==> src/rtl/reg_file_sb.sv <==
// Register file with two write ports, two bypassed synchronous read ports and a
// pending scoreboard that stalls reads of registers reserved but not yet written.
module reg_file_sb #(
  parameter int WIDTH    = 9,
  parameter int ADDR_W   = 2,
  parameter int ZERO_REG = 0
) (
  input  logic                     clk,
  input  logic                     rst,
  input  logic                     wr0_en,
  input  logic [ADDR_W-1:0]        wr0_addr,
  input  logic signed [WIDTH-1:0]  wr0_data,
  input  logic                     wr1_en,
  input  logic [ADDR_W-1:0]        wr1_addr,
  input  logic signed [WIDTH-1:0]  wr1_data,
  input  logic                     rsv_en,
  input  logic [ADDR_W-1:0]        rsv_addr,
  input  logic                     rd_en,
  input  logic [ADDR_W-1:0]        rd0_addr,
  input  logic [ADDR_W-1:0]        rd1_addr,
  output logic                     stall,
  output logic                     rd_valid,
  output logic signed [WIDTH-1:0]  rd0_data,
  output logic signed [WIDTH-1:0]  rd1_data,
  output logic [2**ADDR_W-1:0]     pending
);

  localparam int DEPTH = 2**ADDR_W;

  logic signed [WIDTH-1:0] regs      [DEPTH];
  logic signed [WIDTH-1:0] regs_next [DEPTH];
  logic [DEPTH-1:0]        wr_mask;
  logic [DEPTH-1:0]        rsv_mask;
  logic [DEPTH-1:0]        pending_next;
  logic                    wr0_eff;
  logic                    wr1_eff;
  logic                    p0;
  logic                    p1;
  logic                    accept;

  // wr1 (load path) wins a same-address collision; reservations override a
  // same-cycle write because they belong to a newer instruction.
  always_comb begin
    wr1_eff  = wr1_en && !((ZERO_REG != 0) && (wr1_addr == '0));
    wr0_eff  = wr0_en && !(wr1_en && (wr1_addr == wr0_addr))
                      && !((ZERO_REG != 0) && (wr0_addr == '0));
    wr_mask  = '0;
    rsv_mask = '0;
    if (wr0_en) wr_mask[wr0_addr] = 1'b1;
    if (wr1_en) wr_mask[wr1_addr] = 1'b1;
    if (rsv_en) rsv_mask[rsv_addr] = 1'b1;
    pending_next = (pending & ~wr_mask) | rsv_mask;
    if (ZERO_REG != 0) pending_next[0] = 1'b0;
    for (int i = 0; i < DEPTH; i++) begin
      regs_next[i] = regs[i];
      if (wr0_eff && (wr0_addr == ADDR_W'(i))) regs_next[i] = wr0_data;
      if (wr1_eff && (wr1_addr == ADDR_W'(i))) regs_next[i] = wr1_data;
    end
  end

  // A write landing this cycle cancels the stall since its data is bypassed.
  always_comb begin
    p0     = pending[rd0_addr] && !wr_mask[rd0_addr];
    p1     = pending[rd1_addr] && !wr_mask[rd1_addr];
    stall  = rd_en && (p0 || p1);
    accept = rd_en && !stall;
  end

  always_ff @(posedge clk or posedge rst) begin
    if (rst) begin
      for (int i = 0; i < DEPTH; i++) regs[i] <= '0;
      pending  <= '0;
      rd_valid <= 1'b0;
      rd0_data <= '0;
      rd1_data <= '0;
    end else begin
      for (int i = 0; i < DEPTH; i++) regs[i] <= regs_next[i];
      pending  <= pending_next;
      rd_valid <= accept;
      if (accept) begin
        rd0_data <= regs_next[rd0_addr];
        rd1_data <= regs_next[rd1_addr];
      end
    end
  end

endmodule

==> config.mk <==
export PLATFORM = sky130hd
export DESIGN_NAME = reg_file_sb
export DESIGN_NICKNAME = d
export VERILOG_FILES = /design/src/rtl/reg_file_sb.sv
export SDC_FILE = /design/constraint.sdc
export NUM_CORES = 1
export LEC_CHECK = 0
export BUFFER_PORTS_ARGS = -buffer_cell sky130_fd_sc_hd__clkbuf_2
export CORE_ASPECT_RATIO = 0.8
export CORE_UTILIZATION = 45
export DETAILED_ROUTE_END_ITERATION = 12
export PLACE_DENSITY = 0.73
export SETUP_SLACK_MARGIN = 0.5
export SLEW_MARGIN = 10
export SYNTH_ARGS = -nofsm -noshare
export SYNTH_HDL_FRONTEND = slang
export SYNTH_SLANG_ARGS = --single-unit
==> constraint.sdc <==
create_clock -name clk -period 2.56 [get_ports clk]
set_clock_uncertainty 0.1 [all_clocks]
set_input_delay 0.256 -clock clk [delete_from_list [all_inputs] [get_ports clk]]
set_output_delay 0.256 -clock clk [all_outputs]
set_load 0.02 [all_outputs]
==> results of run 1 <==
logic make-up after synthesis:
group | after synthesis
mux | 74
flops | 59
simple gates | 51
compound gates | 41
buf+inv | 17
state kept, by name (all words and copies together) (netlist names):
name / count
rd1_data: 9
regs: 36
pending: 4
rd_valid: 1
rd0_data: 9
through the flow:
| stage | utilization, % | cell area (um2) | cells |
|---|---|---|---|
| after floorplan | - | 3033 | 242 |
| after global placement | 53.59 | 3452 | 384 |
| after detailed placement | 53.59 | 3452 | 384 |
| after CTS | 57.03 | 3674 | 402 |
| after global routing | 58.39 | 3761 | 409 |
| final | 58.39 | 3761 | 409 |
cells in the final DEF (no fill, tap or decap), drive strengths merged, types with 2 or more instances in the layout:
cell and count:
clkbuf 70, dfrtp 59, mux2i 36, nor2 36, a21oi 36, buf 24, mux4 20, mux2 18
nand3 7, nand3b 4, o21ai 4, inv 3, or3b 2
routing by layer:
metal / wire length [um] / vias up / share of wire (%) / GRT usage (%)
li1: - / 1049 / - / -
met5: 0 / - / 0 / 0
met2: 3661 / 77 / 48 / 39.90
met4: 53 / 0 / 0.70 / 5.128
met3: 476 / 7 / 6.3 / 6.387
met1: 3374 / 1128 / 45 / 31.50
Yosys cell counts, types with 2 or more instances:
cell | n | area [um2]
dfrtp_1 | 59 | 1476
a21oi_1 | 36 | 180.2
mux2i_1 | 36 | 360.4
nor2_1 | 36 | 135.1
mux4_2 | 20 | 450.4
mux2_2 | 13 | 146.4
buf_2 | 6 | 30.03
nand3_1 | 6 | 30.03
mux2_1 | 5 | 56.30
nand3b_1 | 4 | 30.03
o21ai_0 | 4 | 20.02
inv_1 | 3 | 11.26
buf_1 | 2 | 7.510
buf_4 | 2 | 15.01
buf_6 | 2 | 22.52
or3b_1 | 2 | 17.52
final timing paths:
check                                               end  cells after the start  slack (ps)                     from
worst max register to register  rd0_data[1]$_DFFE_PP0P_                      6         570     pending[2]$_DFF_PP0_
worst min-delay path               pending[1]$_DFF_PP0_                      2          40              rsv_addr[1]
min in group asynchronous            regs[23]$_DFF_PP0_                      3         440                      rst
max in group asynchronous       rd0_data[3]$_DFFE_PP0P_                      4        1220                      rst
worst min register to register  rd1_data[5]$_DFFE_PP0P_                      1         400  rd1_data[5]$_DFFE_PP0P_
worst max-delay path                              stall                      4         540     pending[2]$_DFF_PP0_
cell type report:
type | count | share of cell area [%]
flip-flops and latches | 59 | 39.25
clock buffers | 14 | 4.059
inverters | 3 | 0.2994
clock inverters | 2 | 0.9315
multi-input cells | 166 | 39.49
well taps | 84 | 2.794
repair buffers | 81 | 13.17
timing repair:
| item | in CTS | in global routing |
|---|---|---|
| setup buffers | 1 | 7 |
| pin swaps | 0 | 1 |
| endpoints found under the hold margin | 28 | 0 |
| resized for setup | 4 | 3 |
| setup endpoints to repair | 1 | 19 |
| hold buffers | 1 | 0 |
| gates cloned | 0 | 0 |
power groups by stage:
stage	Combinational (uW)	Sequential [uW]	Clock, uW
final	1040	1300	814
after global routing	1130	1330	879
after CTS	1000	1300	833
after detailed placement	992	1320	0
after global placement	962	1310	0
after floorplan	488	1490	0
==> metrics.txt, run 1 <==
post-route fraction of the period consumed by the critical path=78.77%; Bufs on Longest Clock Path=2; post-route worst setup slack=543.6 ps; synthesized area per cell=12.53 um2; share of total power in sequential cells=41.2%; adder-cell share of the synthesized area=0%; vertical extent of the die=75.43 um; Max rail drop VDD=538.1 uV; proportion of register bits with asynchronous set or reset after synthesis=100.0%; clock sinks=59; most frequently used flop master after synthesis=dfrtp_1; Seq/Total Area, Yosys=48.68%; number of maximum-capacitance constraint violations=0; Clock Root Buffer=clkbuf_8; Core Rows=26; Switching Share=32.09%; TritonCTS clock tree=done; routed vias/inst=5.528; dominant combinational cell family by area after synthesis=multiplexers; power density normalized to cell area=839.2 nW/um2; Tightest Pin Transition=637.1 ps; total congestion overflow=0; layout cell share with drive strength beyond 1=40.62%; routed wirelength normalized by instance count=18.50 um; initial standard-cell utilization of the core=47.09%; number of register bits inferred by synthesis=59; setup repair after global routing missed its margin=no; synthesized net count=276; worst hold-check slack=40.49 ps; status=finished, final reports clean; HPWL after detailed placement=5205 um; total via count after detailed routing=2261; Post-synth EDFFs=0; largest net degree at the start of global routing=31; area of combinational cells with multiple inputs=1485 um2; critical-path cell list=nand3_2 -> mux4_2 -> a21boi_2 -> buf_4; number of CTS-inserted buffers=9; xor and xnor fraction of the mapped netlist area=0%; total global-route track usage=23.75%; total DRC errors in the routed layout=0; count of antenna diodes in the layout=0; first-pass GRT wire length=12010 um; vias in the first global route=2300; Power, Total=3156 uW; Worst setup EP type=primary output; synthesized-area fraction occupied by ao, oa, aoi and oai cells=6.848%; number of iterations in the first detailed-routing pass=7; full die area=7074 um2; portion of total power attributed to combinational logic=33.0%; post-route setup TNS=0 ps; Leak Pwr=0.001840 uW; CP Buf/Inv Count=1; number of fill cells=538; Final min period=2016 ps; routability congestion estimate=0.8592; number of distinct standard cells referenced by the synthesized netlist=22; cell internal power dissipation=2143 uW; worst relative slew slack=57.46%; count of antenna-violating nets left after detailed routing=0; CTS clk-pin slew, worst paths=60 ps; Sw Pwr=1013 uW; Setup Viol. Count Final=0; largest stage delay on the critical path=520 ps; horizontal die dimension=93.79 um; number of antenna violations at the first check in global routing=0; number of primary I/O pins=58; type of the most critical hold path=input pin to flop; Routed Wire Length=7566 um; fmax=495.9 MHz; combined area of all synthesized cells=3033 um2; startpoint kind of the worst setup timing path=flop; delay-heaviest family, CP=multiplexers; arrival time of the worst setup path=1660 ps; final hold violation count=0; share of cell area taken by muxes after synthesis=33.42%; fraction of power consumed by the clock network=25.8%; cell with the largest stage delay on the worst path=mux4_2; area share of and/or/nand/nor cells after synthesis=7.921%; maximum net fanout on the critical path=3; DR iter-0 viols=175; H-tree depth=3; worst slack at placement=310.7 ps; number of warnings printed during yosys synthesis=0; source-to-sink clock delay at the later pin of the worst-skew pair=330 ps; Synth-to-Final Area Change=24.01%; max-slew violation count=0; footprint of the flip-flops and latches=1476 um2; Setup Crit Path Kind=flop to primary output; quantity of I/O buffers inserted on ports=57; Syn Inst Count=242; core area=6441 um2; net count of the finished layout=354; Required @ worst endpoint=2200 ps
Note: power is estimated with default switching activity, not from simulation.
==> run 2: changes to the inputs <==
ABC_AREA = 1   (was default)
PLACE_DENSITY = 0.74   (was 0.73)
clock period = 1.73 ns   (was 2.56 ns; I/O delays follow)
==> run 2 against run 1 <==
Compared with the run above:
- register-to-register slack worse by 460 ps
- global-route usage up 8.5 points
- combinational power up 58%
- die area up 20%
- power up 53%
- sequential power up 41%
- critical endpoint unchanged
- highest routed layer unchanged
- via count up 89%
- routed wire length up 70%
- synthesized cell count up 130%
==> metrics.txt, run 2 <==
status=finished, final reports clean; setup repair after global routing missed its margin=yes; Seq/Total Area, Yosys=40.25% (-8.4 points); vertical extent of the die=82.76 um (+9.7%); Biggest register=regs; cell with the largest stage delay on the worst path=dfrtp_2; Routed Wire Length=12870 um (+70%); TritonCTS clock tree=done; number of CTS-inserted buffers=9 (unchanged); Required @ worst endpoint=1460 ps (-740 ps); Final min period=1677 ps; top library cells by usage in the layout, fill and taps aside=nand2_1, nand3_1, inv_1; HPWL after detailed placement=8180 um (+57%); CTS clk-pin slew, worst paths=70 ps (about the same); max-slew violation count=0 (unchanged); power density normalized to cell area=1035 nW/um2 (+23%); number of fill cells=771 (+43%); largest stage delay on the critical path=390 ps (-130 ps); number of maximum-capacitance constraint violations=0 (unchanged); worst-case register-to-register setup slack=110 ps (-460 ps); Bufs on Longest Clock Path=2 (unchanged); horizontal die dimension=102.9 um (+9.8%); net count of the finished layout=671 (+90%); type of the most critical hold path=input pin to flop; Worst setup EP type=primary output; Setup Viol. Count Final=0 (unchanged); CP Buf/Inv Count=1 (unchanged); final core area utilization=59.00% (+0.61 points); number of primary I/O pins=58 (unchanged); maximum net fanout on the critical path=3 (unchanged); total DRC errors in the routed layout=0 (unchanged); H-tree depth=3 (unchanged); Synth-to-Final Area Change=27.22%; Clock Root Buffer=clkbuf_8; routability congestion estimate=0.9073 (+5.6%); source-to-sink clock delay at the later pin of the worst-skew pair=350 ps (+20 ps); first-pass GRT wire length=20250 um (+69%); vias in the first global route=4190 (+82%); arrival time of the worst setup path=1400 ps (-260 ps); DR iter-0 viols=419 (+140%); initial standard-cell utilization of the core=46.38% (-0.71 points); number of distinct standard cells referenced by the synthesized netlist=21 (-4.5%); synthesized area per cell=6.622 um2 (-47%); Syn Inst Count=554 (+130%); synthesized net count=588 (+110%); largest cells by area after synthesis=dfrtp_1, nand3_1, nand2_1; Max rail drop VDD=631.8 uV (+17%); core area=7910 um2 (+23%); post-route fraction of the period consumed by the critical path=96.94%; delay-heaviest family, CP=flip-flops; worst relative slew slack=69.04% (+12 points); count of antenna-violating nets left after detailed routing=0 (unchanged); Post-synth EDFFs=0 (unchanged); share of Yosys cell area claimed by the top area cell type=40.25% (-8.4 points); final hold violation count=0 (unchanged); largest net degree at the start of global routing=41 (+32%); number of warnings printed during yosys synthesis=0 (unchanged); startpoint kind of the worst setup timing path=flop; Worst R2R Path Depth=10 (+4); Setup Crit Path Kind=flop to primary output; most frequently used flop master after synthesis=dfrtp_1; clock sinks=59 (unchanged); total via count after detailed routing=4277 (+89%); Layout Cells excl Fill=750 (+83%); number of antenna violations at the first check in global routing=0 (unchanged); count of antenna diodes in the layout=0 (unchanged); capture point of the worst reg-to-reg path=rd0_data[6]$_DFFE_PP0P_; number of iterations in the first detailed-routing pass=6 (-1); Tightest Pin Transition=461.9 ps (-175.2 ps); total congestion overflow=0 (unchanged); proportion of register bits with asynchronous set or reset after synthesis=100.0% (unchanged); combined area of all synthesized cells=3669 um2 (+21%); startpoint of the most critical setup path=pending[1]$_DFF_PP0_; full die area=8520 um2 (+20%); worst hold path stage count=3 (+1); layout cell share with drive strength beyond 1=21.18% (-19 points); critical-path cell list=nand3_4 -> a21oi_2 -> nand2_1 -> nand2_2 -> nor2_4 -> nor2_1 -> buf_4; number of register bits inferred by synthesis=59 (unchanged); Largest register FFs=36 (unchanged); reg2reg start=pending[1]$_DFF_PP0_; total global-route track usage=32.27% (+8.5 points); hold path startpoint=wr1_data[0]; cell taking the most area after synthesis=dfrtp_1; Leak Pwr=0.002632 uW (+43%); fmax=596.3 MHz; most used standard cell by instance count after synthesis=nand2_1; registers with the most flip-flops=regs: 36 flops, rd0_data: 9 flops, rd1_data: 9 flops; Core Rows=29 (+12%); Placed Instances=720 (+88%); routed vias/inst=5.703 (+3.2%); quantity of I/O buffers inserted on ports=57 (unchanged); Worst Hold End=regs[27]$_DFF_PP0_; most common cell after layout, fill and taps aside=nand2_1; most frequent cells after synthesis=nand2_1, nand3_1, dfrtp_1, inv_1, clkbuf_1; routed wirelength normalized by instance count=17.15 um (-7.3%)
run 2: cell count changes in the layout (fill, tap and decap cells not counted), moves of 20 or more:
| cell | delta |
|---|---|
| nand2_1 | +197 |
| nand3_1 | +181 |
| inv_1 | +55 |
| a21oi_1 | -36 |
| mux2i_1 | -36 |
| nor2_1 | -35 |
| mux4_2 | -20 |
run 2: routing by layer:
metal  up-vias  routed length (um)  GRT usage [%]
met4         0                 468          15.92
li1       1966                   -              -
met2       278                5926          51.33
met1      1967                5044          41.01
met5         -                   0              0
met3        66                1425          8.165
run 2: worst max path at each step:
stage,endpoint,cells past startpoint
2_1_floorplan,rd1_data[6]$_DFFE_PP0P_,9
3_3_place_gp,rd0_data[6]$_DFFE_PP0P_,11
3_5_place_dp,rd0_data[6]$_DFFE_PP0P_,11
4_1_cts,stall,7
5_1_grt,stall,7
6_report,stall,7
run 2: cell families (layout without fill, tap and decap cells):
kind of cell           Yosys count  in the layout  share of synthesized area (%)
flip-flops                      59             59                          40.25
buffers and inverters           89            175                          9.857
AO/OA/AOI/OAI                    5              5                         0.8183
AND/OR/NAND/NOR                401            403                          49.08
run 2: timing repair:
action | in CTS | in global routing
hold buffers | 4 | 0
setup endpoints to repair | 20 | 35
endpoints found under the hold margin | 23 | 0
setup buffers | 3 | 1
resized for setup | 9 | 15
pin swaps | 3 | 4
gates cloned | 5 | 1
run 2: area by class of cell:
class                      count  area [um2]  area share (%)
tap                          108       135.1           2.895
clock inverter                 4       47.55           1.019
sequential                    59        1481           31.74
clock buffer                  12       165.2           3.539
timing repair inverter         4       53.80           1.153
multi-input combinational    408        1932           41.39
inverter                      68       279.0           5.979
timing repair buffer          87       573.1           12.28
run 2: worst reg2reg max path: stages (launching register included):
cell	delay, ps
dfrtp_2	390
nand3_4	90
a21oi_2	140
nand2_1	70
nand2_2	80
nor2_4	40
buf_4	170
nand2_8	180
clkinv_8	100
nand2_1	90
nand2_1	50
run 2: power by group:
part / internal (uW) / leakage [uW] / total (uW) / switching, uW
logic: 559 / 0.00182 / 1640 / 1080
registers: 1690 / 0.000700 / 1830 / 143
clock network: 778 / 0.000108 / 1360 / 582
run 2: through the flow:
stage | power [uW] | TNS, ps | cell area [um2] | setup slack, ps | hold slack, ps
3_3_place_gp | 3319 | -835.1 | 4233 | -62.20 | 119.1
4_1_cts | 4793 | 0 | 4609 | 53.66 | 26.54
5_1_grt | 5112 | 0 | 4667 | 12.16 | 51.91
2_1_floorplan | 2847 | 0 | 3721 | 279.9 | 164.1
6_report | 4831 | 0 | 4667 | 52.93 | 37.52
3_5_place_dp | 3349 | -1301 | 4233 | -90.26 | 119.6
